$ cat config.mk
export PLATFORM = sky130hd
export DESIGN_NAME = bcd_to_binary_seq
export DESIGN_NICKNAME = d
export VERILOG_FILES = /design/src/rtl/bcd_to_binary_seq.sv
export SDC_FILE = /design/constraint.sdc
export NUM_CORES = 1
export LEC_CHECK = 0
export BUFFER_PORTS_ARGS = -buffer_cell sky130_fd_sc_hd__buf_2
export CORE_MARGIN = 3
export CORE_UTILIZATION = 45
export DETAILED_ROUTE_END_ITERATION = 8
export SYNTH_ARGS = -nofsm -noshare
export SYNTH_HDL_FRONTEND = slang
export SYNTH_SLANG_ARGS = --single-unit
$ cat constraint.sdc
create_clock -name Clk -period 2 [get_ports Clk]
set_clock_uncertainty 0.2 [all_clocks]
set_input_delay 0.1 -clock Clk [delete_from_list [all_inputs] [get_ports Clk]]
set_output_delay 0.1 -clock Clk [all_outputs]
set_load 0.02 [all_outputs]
$ cat src/rtl/bcd_to_binary_seq.sv
// ---------------------------------------------------------------------------
// bcd_to_binary_seq
//
// Sequential BCD-to-binary converter. Takes an 11-digit unsigned BCD number
// and produces its 36-bit binary value using reverse double-dabble: each
// clock the {bcd, bin} working register shifts right by one bit, then every
// BCD digit that reads 8 or more has 3 subtracted from it. After 36 shifts
// the bin half holds value mod 2^36 and the bcd half holds value / 2^36.
//
// Ports:
//   Clk          in   1   rising-edge clock
//   Reset        in   1   synchronous, active-high; overrides all inputs
//   start        in   1   conversion request, only honoured in IDLE
//   BCD0..BCD10  in   4   decimal digits, BCD0 least significant,
//                         sampled only on the accepted start edge
//   data         out  36  binary result, held until next result or Reset
//   busy         out  1   high while shifting
//   done         out  1   one-cycle pulse when data/ovf/err are valid
//   ovf          out  1   value exceeded 2^36-1, held until next start
//   err          out  1   a digit was above 9, held until next start
//
// Build option:
//   BCD2BIN_SATURATE_EN  when defined, an overflowing result drives data to
//                        all ones; otherwise data is the value mod 2^36.
// ---------------------------------------------------------------------------
module bcd_to_binary_seq (
   input  logic        Clk,
   input  logic        Reset,
   input  logic        start,
   input  logic [3:0]  BCD0,
   input  logic [3:0]  BCD1,
   input  logic [3:0]  BCD2,
   input  logic [3:0]  BCD3,
   input  logic [3:0]  BCD4,
   input  logic [3:0]  BCD5,
   input  logic [3:0]  BCD6,
   input  logic [3:0]  BCD7,
   input  logic [3:0]  BCD8,
   input  logic [3:0]  BCD9,
   input  logic [3:0]  BCD10,
   output logic [35:0] data,
   output logic        busy,
   output logic        done,
   output logic        ovf,
   output logic        err
);

   typedef enum logic [1:0] {
      IDLE   = 2'd0,
      SHIFT  = 2'd1,
      FINISH = 2'd2
   } state_t;

   state_t      state;
   state_t      state_next;

   logic [43:0] bcd_in;
   logic        digit_bad;
   logic [79:0] work;
   logic [79:0] shifted;
   logic [79:0] adjusted;
   logic [5:0]  count;
   logic        bad_pending;
   logic        remainder_nz;

   assign bcd_in = {BCD10, BCD9, BCD8, BCD7, BCD6, BCD5,
                    BCD4,  BCD3, BCD2, BCD1, BCD0};

   assign busy         = (state == SHIFT);
   assign remainder_nz = |work[79:36];

   // Flags any input digit outside 0..9 so the conversion can be skipped.
   always_comb begin
      digit_bad = 1'b0;
      for (int i = 0; i < 11; i++) begin
         if (bcd_in[4*i +: 4] > 4'd9) begin
            digit_bad = 1'b1;
         end
      end
   end

   // One reverse double-dabble step. A digit is 8 or more exactly when its
   // top bit is set, so that bit alone selects the minus-3 correction.
   always_comb begin
      shifted  = {1'b0, work[79:1]};
      adjusted = shifted;
      for (int i = 0; i < 11; i++) begin
         if (shifted[36 + 4*i + 3]) begin
            adjusted[36 + 4*i +: 4] = shifted[36 + 4*i +: 4] - 4'd3;
         end
      end
   end

   // State register.
   always_ff @(posedge Clk) begin
      if (Reset) begin
         state <= IDLE;
      end else begin
         state <= state_next;
      end
   end

   // Next-state logic. A bad digit skips shifting and goes straight to
   // FINISH so the error is reported one cycle after the start edge.
   always_comb begin
      state_next = state;
      case (state)
         IDLE: begin
            if (start) begin
               state_next = digit_bad ? FINISH : SHIFT;
            end
         end
         SHIFT: begin
            if (count == 6'd35) begin
               state_next = FINISH;
            end
         end
         FINISH: begin
            state_next = IDLE;
         end
         default: begin
            state_next = IDLE;
         end
      endcase
   end

   // Datapath and result registers. done is registered on the FINISH to
   // IDLE edge, so it is high during the first IDLE cycle afterwards.
   always_ff @(posedge Clk) begin
      if (Reset) begin
         work        <= '0;
         count       <= '0;
         bad_pending <= 1'b0;
         data        <= '0;
         done        <= 1'b0;
         ovf         <= 1'b0;
         err         <= 1'b0;
      end else begin
         done <= 1'b0;
         case (state)
            IDLE: begin
               if (start) begin
                  ovf         <= 1'b0;
                  err         <= 1'b0;
                  bad_pending <= digit_bad;
                  count       <= '0;
                  work        <= digit_bad ? 80'd0 : {bcd_in, 36'd0};
               end
            end
            SHIFT: begin
               work  <= adjusted;
               count <= count + 6'd1;
            end
            FINISH: begin
               done <= 1'b1;
               if (bad_pending) begin
                  err  <= 1'b1;
                  ovf  <= 1'b0;
                  data <= '0;
               end else begin
                  ovf <= remainder_nz;
`ifdef BCD2BIN_SATURATE_EN
                  data <= remainder_nz ? 36'hFFFFFFFFF : work[35:0];
`else
                  data <= work[35:0];
`endif
               end
            end
            default: begin
               work <= '0;
            end
         endcase
      end
   end

endmodule
==> reports/results.ini, run 1 <==
[status]
run_status=completed

[route]
drc=0
final_antenna_net_count=0
wl_per_cell_um=16.7
drt_wl_total_um=17400
drt_iter0_markers=435
via_per_inst=5.80
vias=6048
drt_first_pass_iters=5

[setup_path]
worstSetupEndpointType=flop
cp.depth=7
required_ns=2.10
crit_chain=dlygate4sd3_1, buf_2, o21ai_1, and4_1, buf_12, nand4_1, a221oi_1
r2r_end=work[71]
worstRegToRegCells=7
cp_max_fo=36
critPathKind=input pin to flop
r2r-start=state[1]
rrSetupSlack_ns=0.15
cp_slowest_cell=dlygate4sd3_1
arrival_ns=2.03
path_buf_inv=3
startpoint_type=input pin
critPathTopFamily=buffers and inverters
max_stage_delay_ns=0.56

[floorplanning]
die_h_um=124
start_util_pct=46.7
io_pins=87
fp.coreArea_mm2=0.0135
dieArea_mm2=0.0154
row_count=42
fp.dieW_um=124

[global_routing]
grt_pass1_vias=5811
grt_overflow_total=0
grt_pass1_wl_um=28700
grt_max_degree=76
antenna_found_initial=0
grt_util_all_layers_pct=22.2

[synth]
synthMuxAreaShare_pct=2.33
syn_area_mm2=0.00629
synth-simple-area-share_pct=25.2
ys.flop_type=dfxtp_1
synth.most_common_cell=dfxtp_1
syn_area_per_cell_um2=8.34
yosys.cell_types.count=39
synth_edf_count=0
synth_compound_area_share_pct=21.3
synth-adder-area-share_pct=2.19
yosys.area.top_type_share_pct=40.7
netlist_instances=754
yosys.area.top_type=dfxtp_1
synth_async_sr_flop_share_pct=0
synthXorXnorAreaFrac_pct=2.79
synth_nets=812
yosys-top-cells-area=dfxtp_1, a22oi_1, nor2_1
ys_seq_area_share_pct=40.7
yosysWarnings=0
synth_top_family_by_area=simple AND/OR/NAND/NOR gates
synth_common_cells=dfxtp_1, nor2_1, a21oi_1, a22oi_1, nand4_1
synth-seq-cells=128

[min_path]
worstHoldStart=data[1]
worstHoldEndpoint=data[1]
worstHoldPathType=flop to flop
hold_path_depth=2

[clocking]
numCtsBuffers=17
cts_tree=yes
clock-sinks=128
cts_root_buffer=clkbuf_16
cts_max_level=4
cts_buffer_depth=2
path_clk_slew_ns=0.06
clock_latency_ns=0.41

[timing]
tightest_slew_ns=0.497
setup_viol=0
drv_slew=0
fin_crit_sh_pct=96.2
fin_crit_ns=1.92
hold_viol=0
slew_headroom_pct=66.8
fmax_ghz=0.520
rsz0062_at_grt=no
tns_ns=0

[flow_run]
max-cap-violations=0

[finish]
post_route_cells_drive_above_1_share_pct=19.2
syn2layout_area_growth_pct=27.9
fin_nets=912
n_antenna_cell=0

[placement]
io_buffers=86
place.gp.congestion=0.860
dp_hpwl_um=10900

[pwr]
p_leak_uw=0.00301
p_per_area_mw_per_mm2=786
vdd_drop_max_v=0.000529
power.total_uw=6320

## cells by family after synthesis
group	count (synthesis)
compound gates	202
xor+xnor	20
fa+ha+maj	11
buf+inv	83
flops	128
mux	13
simple gates	297
## what timing repair did
item / 4_1_cts / 5_1_grt
hold endpoints to repair: 56 / 0
gates resized for setup: 1 / 9
pin swaps: 0 / 0
buffers inserted: 2 / 0
endpoints found under the setup margin: 1 / 32
hold buffers: 46 / 0
## layout by cell type (no fill, tap or decap), types with 10 or more instances in the layout
cell type	Yosys	routed
a21o_1	10	10
a21oi_1	66	66
a221oi_1	26	24
a22oi_1	60	60
and2_1	44	44
buf_2	24	85
buf_4	0	17
clkbuf_16	0	17
dfxtp_1	128	127
dlygate4sd3_1	0	46
ha_1	11	11
mux2_2	13	13
nand2_1	41	41
nand2b_1	11	10
nand4_1	48	48
nor2_1	91	91
nor3b_1	36	36
nor4_1	11	11
o21ai_1	9	12
xnor2_1	10	10
xor2_1	10	10
## layout make-up
| cell class | count | area, um2 |
|---|---|---|
| Clock buffer | 21 | 460 |
| Inverter | 3 | 11.3 |
| Timing Repair Buffer | 161 | 1240 |
| Fill cell | 1196 | 5410 |
| Multi-Input combinational cell | 543 | 3410 |
| Tap cell | 176 | 220 |
| Clock inverter | 10 | 136 |
| Sequential cell | 128 | 2560 |
## registers in the layout, summed over array words and instances, names as in the netlist
name and count:
count 6, ovf 1, state 2, data 36, work 80, err 1
bad_pending 1, done 1
## layer usage
| metal | share of wire, % | global-route usage [%] |
|---|---|---|
| met5 | 0 | 0 |
| met4 | 3.2 | 10.1 |
| met3 | 4.8 | 4.73 |
| met2 | 47 | 35.9 |
| met1 | 45 | 28.5 |
## worst max path at each step
| stage | startpoint | endpoint | slack (ns) |
|---|---|---|---|
| finish | BCD0[1] | work[36] | 0.08 |
| global route | BCD0[2] | work[61] | 0.01 |
| CTS | BCD0[2] | work[39] | 0.02 |
| detailed placement | state[0] | work[39] | 0.07 |
| global placement | state[0] | work[63] | 0.17 |
| floorplan | state[0] | data[13] | 0.31 |
## worst min-delay path: stages, from the launching register on
cell,delay [ns]
dfxtp_1,0.32
a21oi_1,0.06
nor2_1,0.07
## where the power goes
part,switching [uW],internal (uW)
sequential,35.3,2570
clock,1100,2010
combinational,356,246
## metrics by stage
stage	utilization (%)	instance area (um2)	hold slack [ns]	setup WS (ns)	cells
floorplan	-	6290	0.129	0.310	754
global placement	51.5	6930	0.225	0.168	963
detailed placement	51.5	6930	0.228	0.0692	963
CTS	59.6	8020	0.289	0.0197	1042
global route	59.8	8040	0.307	0.0109	1042
finish	59.8	8040	0.287	0.0767	1042
No activity file was read; power rests on OpenSTA's default activity.
==> inputs of run 2 (changes only) <==
==> constraint.sdc (replaced) <==
create_clock -name Clk -period 2.2 [get_ports Clk]
set_clock_uncertainty 0.2 [all_clocks]
set_input_delay 0.11 -clock Clk [delete_from_list [all_inputs] [get_ports Clk]]
set_output_delay 0.11 -clock Clk [all_outputs]
set_load 0.02 [all_outputs]
==> run 2 against run 1 <==
  * Sequential cell count did not move
  * Clock-buffer cell count did not move
  * Sequential share of layout area rose by 0.40 points
  * Sequential power fell by 9.2%
  * Cell count fell by 0.58%
  * Wire length fell by 1.6%
  * Critical endpoint is now work[39]
==> reports/results.ini, run 2 (same netlist as run 1, synthesis figures left out) <==
[global_routing]
grt_pass1_vias=5750  ; -1.0%
grt_util_all_layers_pct=22.2  ; -0.025 points
grt_pass1_wl_um=28900  ; +0.62%
antenna_found_initial=0  ; unchanged
grt_overflow_total=0  ; unchanged
grt_max_degree=102  ; +34%

[setup_path]
cp_max_fo=18  ; -50%
startpoint_type=input pin
critPathKind=input pin to flop
arrival_ns=2.16  ; +0.13 ns
worstSetupEndpointType=flop
required_ns=2.30  ; +0.20 ns

[placement]
dp_hpwl_um=10700  ; -2.2%
post-place-ws_ns=0.246  ; +0.177 ns
place.gp.congestion=0.845  ; -1.7%
io_buffers=86  ; unchanged

[min_path]
worstHoldPathType=flop to flop

[route]
drt_wl_total_um=17100  ; -1.6%
via_per_inst=5.73  ; -1.3%
final_antenna_net_count=0  ; unchanged
drt_iter0_markers=452  ; +3.9%
wl_per_cell_um=16.5  ; -1.1%
drc=0  ; unchanged
drt_first_pass_iters=5  ; unchanged
vias=5935  ; -1.9%

[clocking]
clock-sinks=128  ; unchanged
clock_latency_ns=0.41  ; about the same
cts_buffer_depth=2  ; unchanged
numCtsBuffers=17  ; unchanged
cts_max_level=4  ; unchanged
cts_root_buffer=clkbuf_16
cts_setup_buffers=0  ; -2
path_clk_slew_ns=0.06  ; about the same
cts_tree=yes

[floorplanning]
die_h_um=124  ; unchanged
dieArea_mm2=0.0154  ; unchanged
row_count=42  ; unchanged
io_pins=87  ; unchanged
fp.coreArea_mm2=0.0135  ; unchanged
start_util_pct=46.7  ; unchanged
fp.dieW_um=124  ; unchanged

[finish]
layout_commonest_cell=dfxtp_1
largest_reg_flops=80  ; unchanged
reg_top3=work x80, data x36, count x6
post_route_cells_drive_above_1_share_pct=18.4  ; -0.80 points
layout_common_cells=dfxtp_1, nor2_1, buf_2, a21oi_1, a22oi_1
syn2layout_area_growth_pct=26.3
fin_nets=905  ; -0.77%
fillers=1218  ; +1.8%
n_antenna_cell=0  ; unchanged
registers.top_by_ff_count=work

[timing]
setup_ws_ns=0.143  ; +0.0662 ns
hold_viol=0  ; unchanged
tightest_slew_ns=0.509  ; +0.0123 ns
fin_crit_sh_pct=93.5
setup_viol=0  ; unchanged
fin_crit_ns=2.06
slew_headroom_pct=66.0  ; -0.78 points
rsz0062_at_grt=no
tns_ns=0  ; unchanged
drv_slew=0  ; unchanged
fmax_ghz=0.486

[status]
run_status=completed

[pwr]
vdd_drop_max_v=0.000741  ; +40%
p_leak_uw=0.00296  ; -1.8%
p_per_area_mw_per_mm2=718  ; -8.7%

[flow_run]
max-cap-violations=0  ; unchanged

[run 2: routing by layer]
layer  up-vias  wire, um  track usage [%]
met5         -         0                0
met4         0       471             8.83
met3        27       725             4.94
met2       149      8230             37.0
met1      2828      7720             27.9
li1       2931         -                -
[run 2: stage by stage]
step	power, uW	cell area [um2]	hold slack, ns	util [%]	instances
detailed placement	2880	6880	0.270	51.1	958
CTS	5740	7940	0.284	59.0	1036
global placement	2870	6880	0.265	51.1	958
floorplan	2710	6290	0.139	-	754
global route	5930	7940	0.311	59.0	1036
finish	5700	7940	0.280	59.0	1036
[run 2: timing repair]
action / in CTS / in global routing
hold endpoints to repair: 46 / 0
hold buffers: 46 / 0
resized for setup: 0 / 1
setup endpoints to repair: 0 / 3
[run 2: worst paths after layout]
path	start	to	slack [ns]	cells after the start
setup / recovery	BCD2[2]	work[39]	0.14	7
hold / removal	data[7]	data[7]	0.28	2
setup reg to reg	state[0]	work[39]	0.21	5
hold reg to reg	data[7]	data[7]	0.28	2
[run 2: critical path, stage by stage]
cell	delay, ns
dlygate4sd3_1	0.56
buf_2	0.13
o21ai_0	0.30
and4_1	0.34
buf_4	0.26
nand4_1	0.11
a221oi_1	0.34
[run 2: final cells by class]
type                    count  area (um2)  area share, %
clock buffers              21         470           5.92
clock inverters            11         130           1.64
inverters                   3        11.3          0.142
multi-input cells         543        3400           42.8
flip-flops and latches    128        2560           32.3
well taps                 176         220           2.77
repair buffers            154        1150           14.4
[run 2: power breakdown]
part	switching, uW	internal (uW)
Clock	1040	1760
Sequential	27.7	2340
Combinational	319	212
Total	1390	4310
